$ cat config.mk
export PLATFORM = sky130hd
export DESIGN_NAME = usb_rx_phy_flat
export DESIGN_NICKNAME = d
export VERILOG_FILES = /design/src/rtl/usb_rx_phy_pkg.sv /design/src/rtl/usb_rx_phy_if.sv /design/src/rtl/usb_rx_dpll.sv /design/src/rtl/usb_rx_phy.sv /design/src/flat_wrapper.sv
export SDC_FILE = /design/constraint.sdc
export NUM_CORES = 1
export LEC_CHECK = 0
export ABC_AREA = 1
export CAP_MARGIN = 25
export CORE_ASPECT_RATIO = 2
export CORE_MARGIN = 2
export CORE_UTILIZATION = 58
export DETAILED_ROUTE_END_ITERATION = 12
export PLACE_DENSITY_LB_ADDON = 0.1
export REMOVE_ABC_BUFFERS = 1
export SLEW_MARGIN = 20
export SYNTH_ARGS = -nofsm -noshare
export SYNTH_HDL_FRONTEND = slang
export SYNTH_SLANG_ARGS = --single-unit
$ cat constraint.sdc
create_clock -name clk -period 2.16 [get_ports clk]
set_input_delay 0.648 -clock clk [delete_from_list [all_inputs] [get_ports clk]]
set_output_delay 0.648 -clock clk [all_outputs]
set_load 0.05 [all_outputs]
$ cat src/rtl/usb_rx_phy_pkg.sv
// Shared types and constants for the low-speed USB receive path.
// CLK_PER_BIT is also meant for the future transmit path.
package usb_rx_phy_pkg;

  localparam int unsigned CLK_PER_BIT = 16;
  localparam int unsigned PHASE_W     = $clog2(CLK_PER_BIT);

  // Encoding matches the raw pad pair {d_p, d_n} at low speed.
  typedef enum logic [1:0] {
    LS_SE0 = 2'b00,
    LS_J   = 2'b01,
    LS_K   = 2'b10,
    LS_SE1 = 2'b11
  } line_state_t;

  typedef enum logic [2:0] {
    ST_IDLE,
    ST_SYNC,
    ST_DATA,
    ST_EOP,
    ST_ABORT
  } rx_state_t;

  // SE1 is illegal on the bus and is handled exactly like SE0.
  function automatic logic ls_is_se0(line_state_t ls);
    return (ls == LS_SE0) || (ls == LS_SE1);
  endfunction

endpackage

$ cat src/rtl/usb_rx_phy_if.sv
// Receive-side bus from the PHY to the serial interface engine.
interface usb_rx_phy_if;
  logic [7:0] rx_data;
  logic       rx_active;
  logic       rx_valid;
  logic       rx_error;
  logic       bus_reset;

  modport master (output rx_data, output rx_active, output rx_valid,
                  output rx_error, output bus_reset);
  modport slave  (input rx_data, input rx_active, input rx_valid,
                  input rx_error, input bus_reset);
endinterface

$ cat src/rtl/usb_rx_dpll.sv
// Pad synchroniser, line-state decode and bit-phase recovery.
// sample_en pulses in the cycle whose line_state is the bit-centre sample.
module usb_rx_dpll
  import usb_rx_phy_pkg::*;
#(
  parameter int unsigned SAMPLE_PHASE = 7
) (
  input  logic        clk,
  input  logic        reset,
  input  logic        d_p,
  input  logic        d_n,
  output line_state_t line_state,
  output logic        sample_en
);

  logic [1:0]         sync1_q, sync2_q;
  line_state_t        ls_raw;
  logic [PHASE_W-1:0] phase_q, phase_nxt;

  assign ls_raw = line_state_t'(sync2_q);

  // Re-align the phase on every line edge; otherwise free-run and wrap.
  always_comb begin
    phase_nxt = phase_q + PHASE_W'(1);
    if (ls_raw != line_state) begin
      phase_nxt = '0;
    end else if (phase_q == PHASE_W'(CLK_PER_BIT - 1)) begin
      phase_nxt = '0;
    end
  end

  always_ff @(posedge clk or negedge reset) begin
    if (!reset) begin
      sync1_q    <= 2'b01;
      sync2_q    <= 2'b01;
      line_state <= LS_J;
      phase_q    <= '0;
      sample_en  <= 1'b0;
    end else begin
      sync1_q    <= {d_p, d_n};
      sync2_q    <= sync1_q;
      line_state <= ls_raw;
      phase_q    <= phase_nxt;
      sample_en  <= (phase_nxt == PHASE_W'(SAMPLE_PHASE));
    end
  end

endmodule

$ cat src/rtl/usb_rx_phy.sv
// Low-speed USB receive front end: NRZI decode, bit unstuffing,
// SYNC/EOP framing, byte assembly and bus-reset detection.
module usb_rx_phy
  import usb_rx_phy_pkg::*;
#(
  parameter int unsigned SAMPLE_PHASE = 7,
  parameter int unsigned RESET_CYCLES = 60
) (
  input  logic         clk,
  input  logic         reset,
  input  logic         d_p,
  input  logic         d_n,
  usb_rx_phy_if.master rx
);

  localparam int unsigned SE0_W = $clog2(RESET_CYCLES + 1);

  line_state_t line_state;
  logic        sample_en;

  usb_rx_dpll #(
    .SAMPLE_PHASE(SAMPLE_PHASE)
  ) u_dpll (
    .clk       (clk),
    .reset     (reset),
    .d_p       (d_p),
    .d_n       (d_n),
    .line_state(line_state),
    .sample_en (sample_en)
  );

  rx_state_t        state_q, state_nxt;
  line_state_t      prev_q, prev_nxt;
  logic [1:0]       zeros_q, zeros_nxt;
  logic [2:0]       ones_q, ones_nxt;
  logic [2:0]       bit_cnt_q, bit_cnt_nxt;
  logic [6:0]       shift_q, shift_nxt;
  logic [7:0]       data_q, data_nxt;
  logic             active_q, active_nxt;
  logic             valid_q, valid_nxt;
  logic             error_q, error_nxt;
  logic             bus_reset_q, bus_reset_nxt;
  logic [SE0_W-1:0] se0_cnt_q, se0_cnt_nxt;
  logic             is_se0;
  logic             nrzi_bit;

  assign is_se0   = ls_is_se0(line_state);
  // A repeated J/K level is a 1; the reference level is J while idle.
  assign nrzi_bit = (line_state == ((state_q == ST_IDLE) ? LS_J : prev_q));

  // Saturating count of consecutive SE0 clocks.
  always_comb begin
    se0_cnt_nxt = '0;
    if (is_se0) begin
      se0_cnt_nxt = (se0_cnt_q == SE0_W'(RESET_CYCLES)) ? se0_cnt_q
                                                        : se0_cnt_q + SE0_W'(1);
    end
    bus_reset_nxt = (se0_cnt_nxt == SE0_W'(RESET_CYCLES));
  end

  always_comb begin
    state_nxt   = state_q;
    prev_nxt    = prev_q;
    zeros_nxt   = zeros_q;
    ones_nxt    = ones_q;
    bit_cnt_nxt = bit_cnt_q;
    shift_nxt   = shift_q;
    data_nxt    = data_q;
    active_nxt  = active_q;
    valid_nxt   = 1'b0;
    error_nxt   = 1'b0;

    if (sample_en && !is_se0) begin
      prev_nxt = line_state;
    end

    if (sample_en) begin
      unique case (state_q)
        ST_IDLE: begin
          if (line_state == LS_K) begin
            state_nxt = ST_SYNC;
            zeros_nxt = '0;
          end
        end
        ST_SYNC: begin
          if (is_se0) begin
            state_nxt = ST_IDLE;
          end else if (!nrzi_bit) begin
            zeros_nxt = (zeros_q == 2'd3) ? zeros_q : zeros_q + 2'd1;
          end else if (zeros_q == 2'd3) begin
            state_nxt   = ST_DATA;
            active_nxt  = 1'b1;
            bit_cnt_nxt = '0;
            ones_nxt    = '0;
          end else begin
            state_nxt = ST_IDLE;
          end
        end
        ST_DATA: begin
          if (is_se0) begin
            active_nxt = 1'b0;
            if (bit_cnt_q == 3'd0) begin
              state_nxt = ST_EOP;
            end else begin
              state_nxt = ST_ABORT;
              error_nxt = 1'b1;
            end
          end else if (ones_q == 3'd6) begin
            // Stuff bit slot: a 0 is discarded, a 1 breaks the stuffing rule.
            if (!nrzi_bit) begin
              ones_nxt = '0;
            end else begin
              state_nxt  = ST_ABORT;
              active_nxt = 1'b0;
              error_nxt  = 1'b1;
            end
          end else begin
            shift_nxt   = {nrzi_bit, shift_q[6:1]};
            ones_nxt    = nrzi_bit ? ones_q + 3'd1 : 3'd0;
            bit_cnt_nxt = bit_cnt_q + 3'd1;
            if (bit_cnt_q == 3'd7) begin
              data_nxt  = {nrzi_bit, shift_q};
              valid_nxt = 1'b1;
            end
          end
        end
        ST_EOP, ST_ABORT: begin
          if (line_state == LS_J) begin
            state_nxt = ST_IDLE;
          end
        end
        default: state_nxt = ST_IDLE;
      endcase
    end

    if (bus_reset_q) begin
      state_nxt  = ST_IDLE;
      active_nxt = 1'b0;
      valid_nxt  = 1'b0;
      error_nxt  = 1'b0;
    end
  end

  always_ff @(posedge clk or negedge reset) begin
    if (!reset) begin
      state_q     <= ST_IDLE;
      prev_q      <= LS_J;
      zeros_q     <= '0;
      ones_q      <= '0;
      bit_cnt_q   <= '0;
      shift_q     <= '0;
      data_q      <= 8'h00;
      active_q    <= 1'b0;
      valid_q     <= 1'b0;
      error_q     <= 1'b0;
      bus_reset_q <= 1'b0;
      se0_cnt_q   <= '0;
    end else begin
      state_q     <= state_nxt;
      prev_q      <= prev_nxt;
      zeros_q     <= zeros_nxt;
      ones_q      <= ones_nxt;
      bit_cnt_q   <= bit_cnt_nxt;
      shift_q     <= shift_nxt;
      data_q      <= data_nxt;
      active_q    <= active_nxt;
      valid_q     <= valid_nxt;
      error_q     <= error_nxt;
      bus_reset_q <= bus_reset_nxt;
      se0_cnt_q   <= se0_cnt_nxt;
    end
  end

  assign rx.rx_data   = data_q;
  assign rx.rx_active = active_q;
  assign rx.rx_valid  = valid_q;
  assign rx.rx_error  = error_q;
  assign rx.bus_reset = bus_reset_q;

endmodule

$ cat src/flat_wrapper.sv
// flat-port wrapper written by rule: the top's interface ports become plain ports
module usb_rx_phy_flat import usb_rx_phy_pkg::*;
#(
  parameter int unsigned SAMPLE_PHASE = 7,
  parameter int unsigned RESET_CYCLES = 60
)
  (clk, reset, d_p, d_n, rx_rx_data, rx_rx_active, rx_rx_valid, rx_rx_error, rx_bus_reset);
  usb_rx_phy_if rx_i ();
  input  logic clk;
  input  logic reset;
  input  logic d_p;
  input  logic d_n;
  output wire logic [$bits(rx_i.rx_data)-1:0] rx_rx_data;
  output wire logic [$bits(rx_i.rx_active)-1:0] rx_rx_active;
  output wire logic [$bits(rx_i.rx_valid)-1:0] rx_rx_valid;
  output wire logic [$bits(rx_i.rx_error)-1:0] rx_rx_error;
  output wire logic [$bits(rx_i.bus_reset)-1:0] rx_bus_reset;
  assign rx_rx_data = rx_i.rx_data;
  assign rx_rx_active = rx_i.rx_active;
  assign rx_rx_valid = rx_i.rx_valid;
  assign rx_rx_error = rx_i.rx_error;
  assign rx_bus_reset = rx_i.bus_reset;
  usb_rx_phy #(.SAMPLE_PHASE(SAMPLE_PHASE), .RESET_CYCLES(RESET_CYCLES)) u_core (.clk(clk), .reset(reset), .d_p(d_p), .d_n(d_n), .rx(rx_i));
endmodule
Word-level counts from Yosys, hierarchy flattened
Cells that the tools add are included.
Operators by class
  eq/ne operators: 33
  $add $sub $neg: 5
  mux-type cells: 55
  bitwise operators: 2
  reductions and logical operators: 18
Operators by type and width (number)
  two-way mux 3 bit: 19
  two-way mux 1 bit: 21
  AND reduction 7 bit: 3
  == test 6 bit, second input constant: 2
  two-way mux 2 bit: 6
  two-way mux 6 bit: 2
  inequality test 2 bit, second input constant: 6
  inequality test 4 x 1 -> 1 bit, second input constant: 3
  case mux 3 bit (2 select lines): 2
  case mux 3 bit (4 select lines): 1
  AND reduction 6 bit: 2
  == test 3 bit, second input constant: 3
  inequality test 3 x 1 -> 1 bit, second input constant: 3
  two-way mux 4 bit: 2
  adder 3 x 1 -> 3 bit, second input constant: 2
  adder 6 x 1 -> 6 bit, second input constant: 1
  == test 2 bit, second input constant: 3
  == test 3 x 2 -> 1 bit, second input constant: 2
  logical NOT 3 bit: 2
  inequality test 3 x 2 -> 1 bit, second input constant: 2
  nonzero test 2 bit: 3
  AND reduction 5 bit: 1
  adder 4 x 1 -> 4 bit, second input constant: 1
  == test 4 x 3 -> 1 bit, second input constant: 1
  other kinds (18): 20
Word-level totals
  logic and storage cells: 130
  input port bits: 4
  output and inout bits: 12
  bits in registers: 49

Longest topological paths before layout
Gate-level depths: netlist (run 1).
  depth in word-level cells: 9
  depth in mapped cells: 13
  mapped depth without buffers: 13

Cells and area by module
A second synthesis (run 1) with hierarchy kept.
Unflattened totals
  cell total of the unflattened synthesis: 282
  area total of the unflattened synthesis: 2508.7 um2
By module, submodules not included
  usb_rx_phy: times used 1, area each 2059.5 um2, sequential area each 952.2 um2, cells each 234
  usb_rx_dpll: times used 1, area each 449.2 um2, sequential area each 279.0 um2, cells each 48

Worst setup path after synthesis (run 1)
No wires, ideal clock.
  path type: reg2reg
  start: register u_core.u_dpll.line_state[0]
  end: register u_core.data_q[4], in the netlist u_core.rx.rx_data[4]
  buffers on the path: 2
  library setup time: 122 ps
  cell stages (with the launch flop): 9
  setup slack: 220 ps
  data required time: 2038 ps
  period minus slack after synthesis: 1940 ps
  arrival time: 1817 ps
  path through: dfstp_2 -> inv_1 -> ha_1 -> buf_2 -> nor2_1 -> nand3_2 -> buf_2 -> nand2_1 -> o21ai_1
Between the ends
  cells in the longest elaborated chain, start to end: 4
  elaborated cells between the ends (all ways): 5
  classes of those cells: eq/ne (1); bitwise (1); reduce/logical (3)
RTL lines
  from (decl): RTL line usb_rx_dpll.sv:12  | output line_state_t line_state,
  from (signal assigned): RTL line usb_rx_dpll.sv:42  | line_state <= ls_raw;
  == test 2 bit or logical NOT 2 bit (tied branches): RTL line usb_rx_phy_pkg.sv:26  | return (ls == LS_SE0) || (ls == LS_SE1);
  logical OR 1 bit (*): RTL line usb_rx_phy_pkg.sv:26
  NOT 1 bit (no source line) (*)
  AND reduction 5 bit (no source line) (*)
  to (signal assigned): RTL line usb_rx_phy.sv:165  | data_q <= data_nxt;
  to (decl): RTL line usb_rx_phy.sv:38  | logic [7:0] data_q, data_nxt;
Every way passes the cells marked *; elsewhere a longest branch is shown, timed or not.
A chain may end at the register's enable or synchronous reset.

Worst setup path after layout (run 1)
  start: register u_core.data_q[1], in the netlist u_core.rx.rx_data[1]
  end: output rx_rx_data[1]
RTL lines
  to (decl): RTL line flat_wrapper.sv:13  | output wire logic [$bits(rx_i.rx_data)-1:0] rx_rx_data;
No word-level cell between the ends.

==> impl_metrics.csv, run 1 <==
group,metric,value,unit
global_route,grt_pass1_wl,8230,um
layout,layout.nets,311,
cts,clk_pin_slew,0.09,ns
setup_path,end_kind,"output pin",
synth,synthAdderAreaFrac,0.0561,
timing,tns,0,ns
cts,clk_latency,0.29,ns
global_route,antenna_found_initial,0,
global_route,grt_pass1_vias,1986,
setup_path,worstSetupPathType,"register to output pin",
drt,via_count,1847,
cts,h-tree-depth,2,
synth,avgSynthCellArea,8.95,um^2
timing,slew_headroom,0.668,
die,core-area,0.00409,mm^2
synth,ys_async_sr_fraction,1.00,
timing,timing.final.ws_setup,0.0386,ns
die,rows,33,
drt,ant_nets,0,
drt,finalWirelength,4690,um
min_path,hold_class,"primary input to async pin",
synth,synth_top_flop_cell,"dfrtp_1",
cts,cts_buffers,5,
layout,postLayoutCoreUtil,0.684,
drt,viasPerCell,5.29,
cts,cts_tree,"yes",
synth,synthCells,274,
die,die_x,50.0,um
setup_path,slowest_delay,0.81,ns
timing,rsz0062_at_grt,"no",
timing,worstMarginPinSlew,0.496,ns
synth,synth_cell_types,32,
global_route,grtUsageTotal,0.226,
placed_design,dp_hpwl,3570,um
pwr,p_leak,1.34,nW
timing,max_freq,0.471,GHz
setup_path,startpoint_type,"register",
synth,yosys_warnings,0,
drt,drc,0,
synth,ys_seq_elements,49,
cts,cts_root_buf,"clkbuf_8",
cts,clockBufferDepth,2,
placed_design,pre_cts_ws,0.123,ns
global_route,grt_overflow,0,
synth,synthTopCellsByArea,"dfrtp_1 46%, nand2_1 9.3%, ha_1 5.6%",
setup_path,cp_slowest_cell,"clkdlybuf4s50_1",
synth,synth-seq-area-share,0.502,
pwr,irDropWorstVdd,626,uV
synth,synthXorXnorAreaFrac,0.0179,
timing,fin_crit_sh,0.982,
timing,drv_slew,0,
pwr,p_per_area,620,mW/mm^2
setup_path,crit_family,"buffers and inverters",
timing,hold_violations,0,
synth,synth-simple-area-share,0.272,
drt,first_iter_violations,27,
synth,synth_mux_area_frac,0.00459,
cts,cts_setup_buffers,0,
timing,setup_viol_count_final,0,
setup_path,required,1.51,ns
global_route,grt_max_degree,50,
synth,synth.cell_area,0.00245,mm^2
synth,synth_top_area_cell,"dfrtp_1",
pwr,p_total,1.73,mW
drt,wl_per_cell,13.4,um
layout,diodes,0,
timing,hold_ws,0.319,ns
layout,area_delta_synth_final,13.9,%
timing,skew,0.00528,ns
die,ios,16,
drt,drt_pass1_iterations,4,
cts,cts.sinks,49,
synth,synth_top_area_frac,0.459,
setup_path,crit_fanout,2,
setup_path,cp.arrival,1.47,ns
outcome,outcome,"complete, no violations",
setup_path,path_cells,"clkdlybuf4s50_1",
placed_design,gp_routability_congestion,0.865,
job,drv_cap,0,
synth,synth_top_family_by_area,"simple AND/OR/NAND/NOR gates",
timing,period_minus_slack,2.12,ns
die,dieArea,0.00480,mm^2
die,die_h,96.0,um
placed_design,numPortBuffers,15,
setup_path,path_buf_inv,1,
layout,drive_above_1_share,0.162,
synth,synth_compound_area_frac,0.0811,
die,initial_utilization,0.600,
synth,synth_edf_count,0,
[cells in the mapped netlist, types with 4 or more instances]
library cell	instances
ha_1	11
o21ai_0	14
nand3_2	4
dfstp_2	4
o21ai_1	10
nand4_1	6
dfrtp_1	45
nand2_1	61
nor2_1	23
a21oi_1	9
inv_1	35
nand3_1	15
[layer usage]
layer | global-route usage | part of all wire | wire (um) | up-vias
met2 | 0.441 | 0.57 | 2670 | 24
met5 | 0 | 0 | 0 | -
met3 | 0.0280 | 0.016 | 76 | 16
met1 | 0.217 | 0.37 | 1740 | 885
met4 | 0.134 | 0.042 | 199 | 0
li1 | - | - | - | 922
[area by class of cell]
| cell class | instances | area [um^2] |
|---|---|---|
| Clock buffer | 7 | 86.3 |
| Inverter | 38 | 148 |
| Clock inverter | 1 | 30.0 |
| Sequential cell | 49 | 1230 |
| Tap cell | 52 | 65.1 |
| Fill cell | 340 | 1290 |
| Timing Repair Buffer | 18 | 170 |
| Multi-Input combinational cell | 184 | 1060 |
[report_power, final]
part / internal (mW) / switching, mW / total [mW]
sequential: 0.938 / 0.0187 / 0.956
combinational: 0.0378 / 0.0709 / 0.109
clock: 0.378 / 0.290 / 0.667
total: 1.35 / 0.379 / 1.73
[worst paths after layout]
| kind | start | end | slack, ns | cells past startpoint |
|---|---|---|---|---|
| max | u_core.rx.rx_data[1]$_DFFE_PN0P_ | rx_rx_data[1] | 0.04 | 1 |
| min | reset | u_core.rx.rx_valid$_DFF_PN0_ | 0.32 | 2 |
| max reg2reg | u_core.u_dpll.line_state[0]$_DFF_PN1_ | u_core.state_q[0]$_DFFE_PN0P_ | 0.16 | 9 |
| min reg2reg | u_core.u_dpll.sync1_q[1]$_DFF_PN0_ | u_core.u_dpll.ls_raw[1]$_DFF_PN0_ | 0.35 | 0 |
| max in group asynchronous | reset | u_core.prev_q[0]$_DFFE_PN1P_ | 1.56 | 2 |
| min in group clk | u_core.u_dpll.sync1_q[1]$_DFF_PN0_ | u_core.u_dpll.ls_raw[1]$_DFF_PN0_ | 0.35 | 0 |
[kinds of logic after synthesis]
group / Yosys count
muxes: 1
DFF: 49
AOI/OAI and AO/OA: 36
buffers and inverters: 41
adders and majority gates: 11
xor gates and xnor gates: 5
and+or+nand+nor: 131
[state kept, by name, indices dropped and copies added, names as in the netlist, 3 cells and up]
register / count
u_core.u_dpll.phase_q: 4
u_core.se0_cnt_q: 6
u_core.rx.rx_data: 8
u_core.bit_cnt_q: 3
u_core.shift_q: 7
u_core.state_q: 3
u_core.ones_q: 3
[timing repair]
action                                 CTS  global route
endpoints found under the hold margin    0             0
gates resized for setup                  0             3
hold buffers                             0             0
setup endpoints to repair                0            19
[cells in the final DEF, fill, tap and decap left out, types with 2 or more instances in the layout]
cell type,instances
buf_4,6
nand2_1,60
ha_1,10
nand2_2,4
o21ai_0,14
nor2_2,3
nand2_4,3
nand3_1,15
nand3b_1,2
nor4_1,2
nand3_2,4
a21oi_1,9
or2_2,2
nor3_1,3
inv_2,3
dfrtp_1,45
clkbuf_8,6
xnor2_1,3
o21ai_1,10
xor2_1,2
inv_1,34
clkdlybuf4s50_1,10
nand4_1,6
nor2_1,23
dfstp_2,4
[through the flow]
stage,area (um^2),std cells
4_1_cts,2790,349
5_1_grt,2790,349
6_report,2790,349
2_1_floorplan,2440,271
3_5_place_dp,2670,341
3_3_place_gp,2670,341
Note: power is estimated with default switching activity, not from simulation.
==> run 2: changes to the inputs <==
--- a/config.mk
+++ b/config.mk
@@ -6,7 +6,7 @@
 export NUM_CORES = 1
 export LEC_CHECK = 0
 export ABC_AREA = 1
-export CAP_MARGIN = 25
+export CAP_MARGIN = 20
 export CORE_ASPECT_RATIO = 2
 export CORE_MARGIN = 2
 export CORE_UTILIZATION = 58
==> results of run 2 <==
No change in the layout: final DEF, timing and power equal those of run 1.
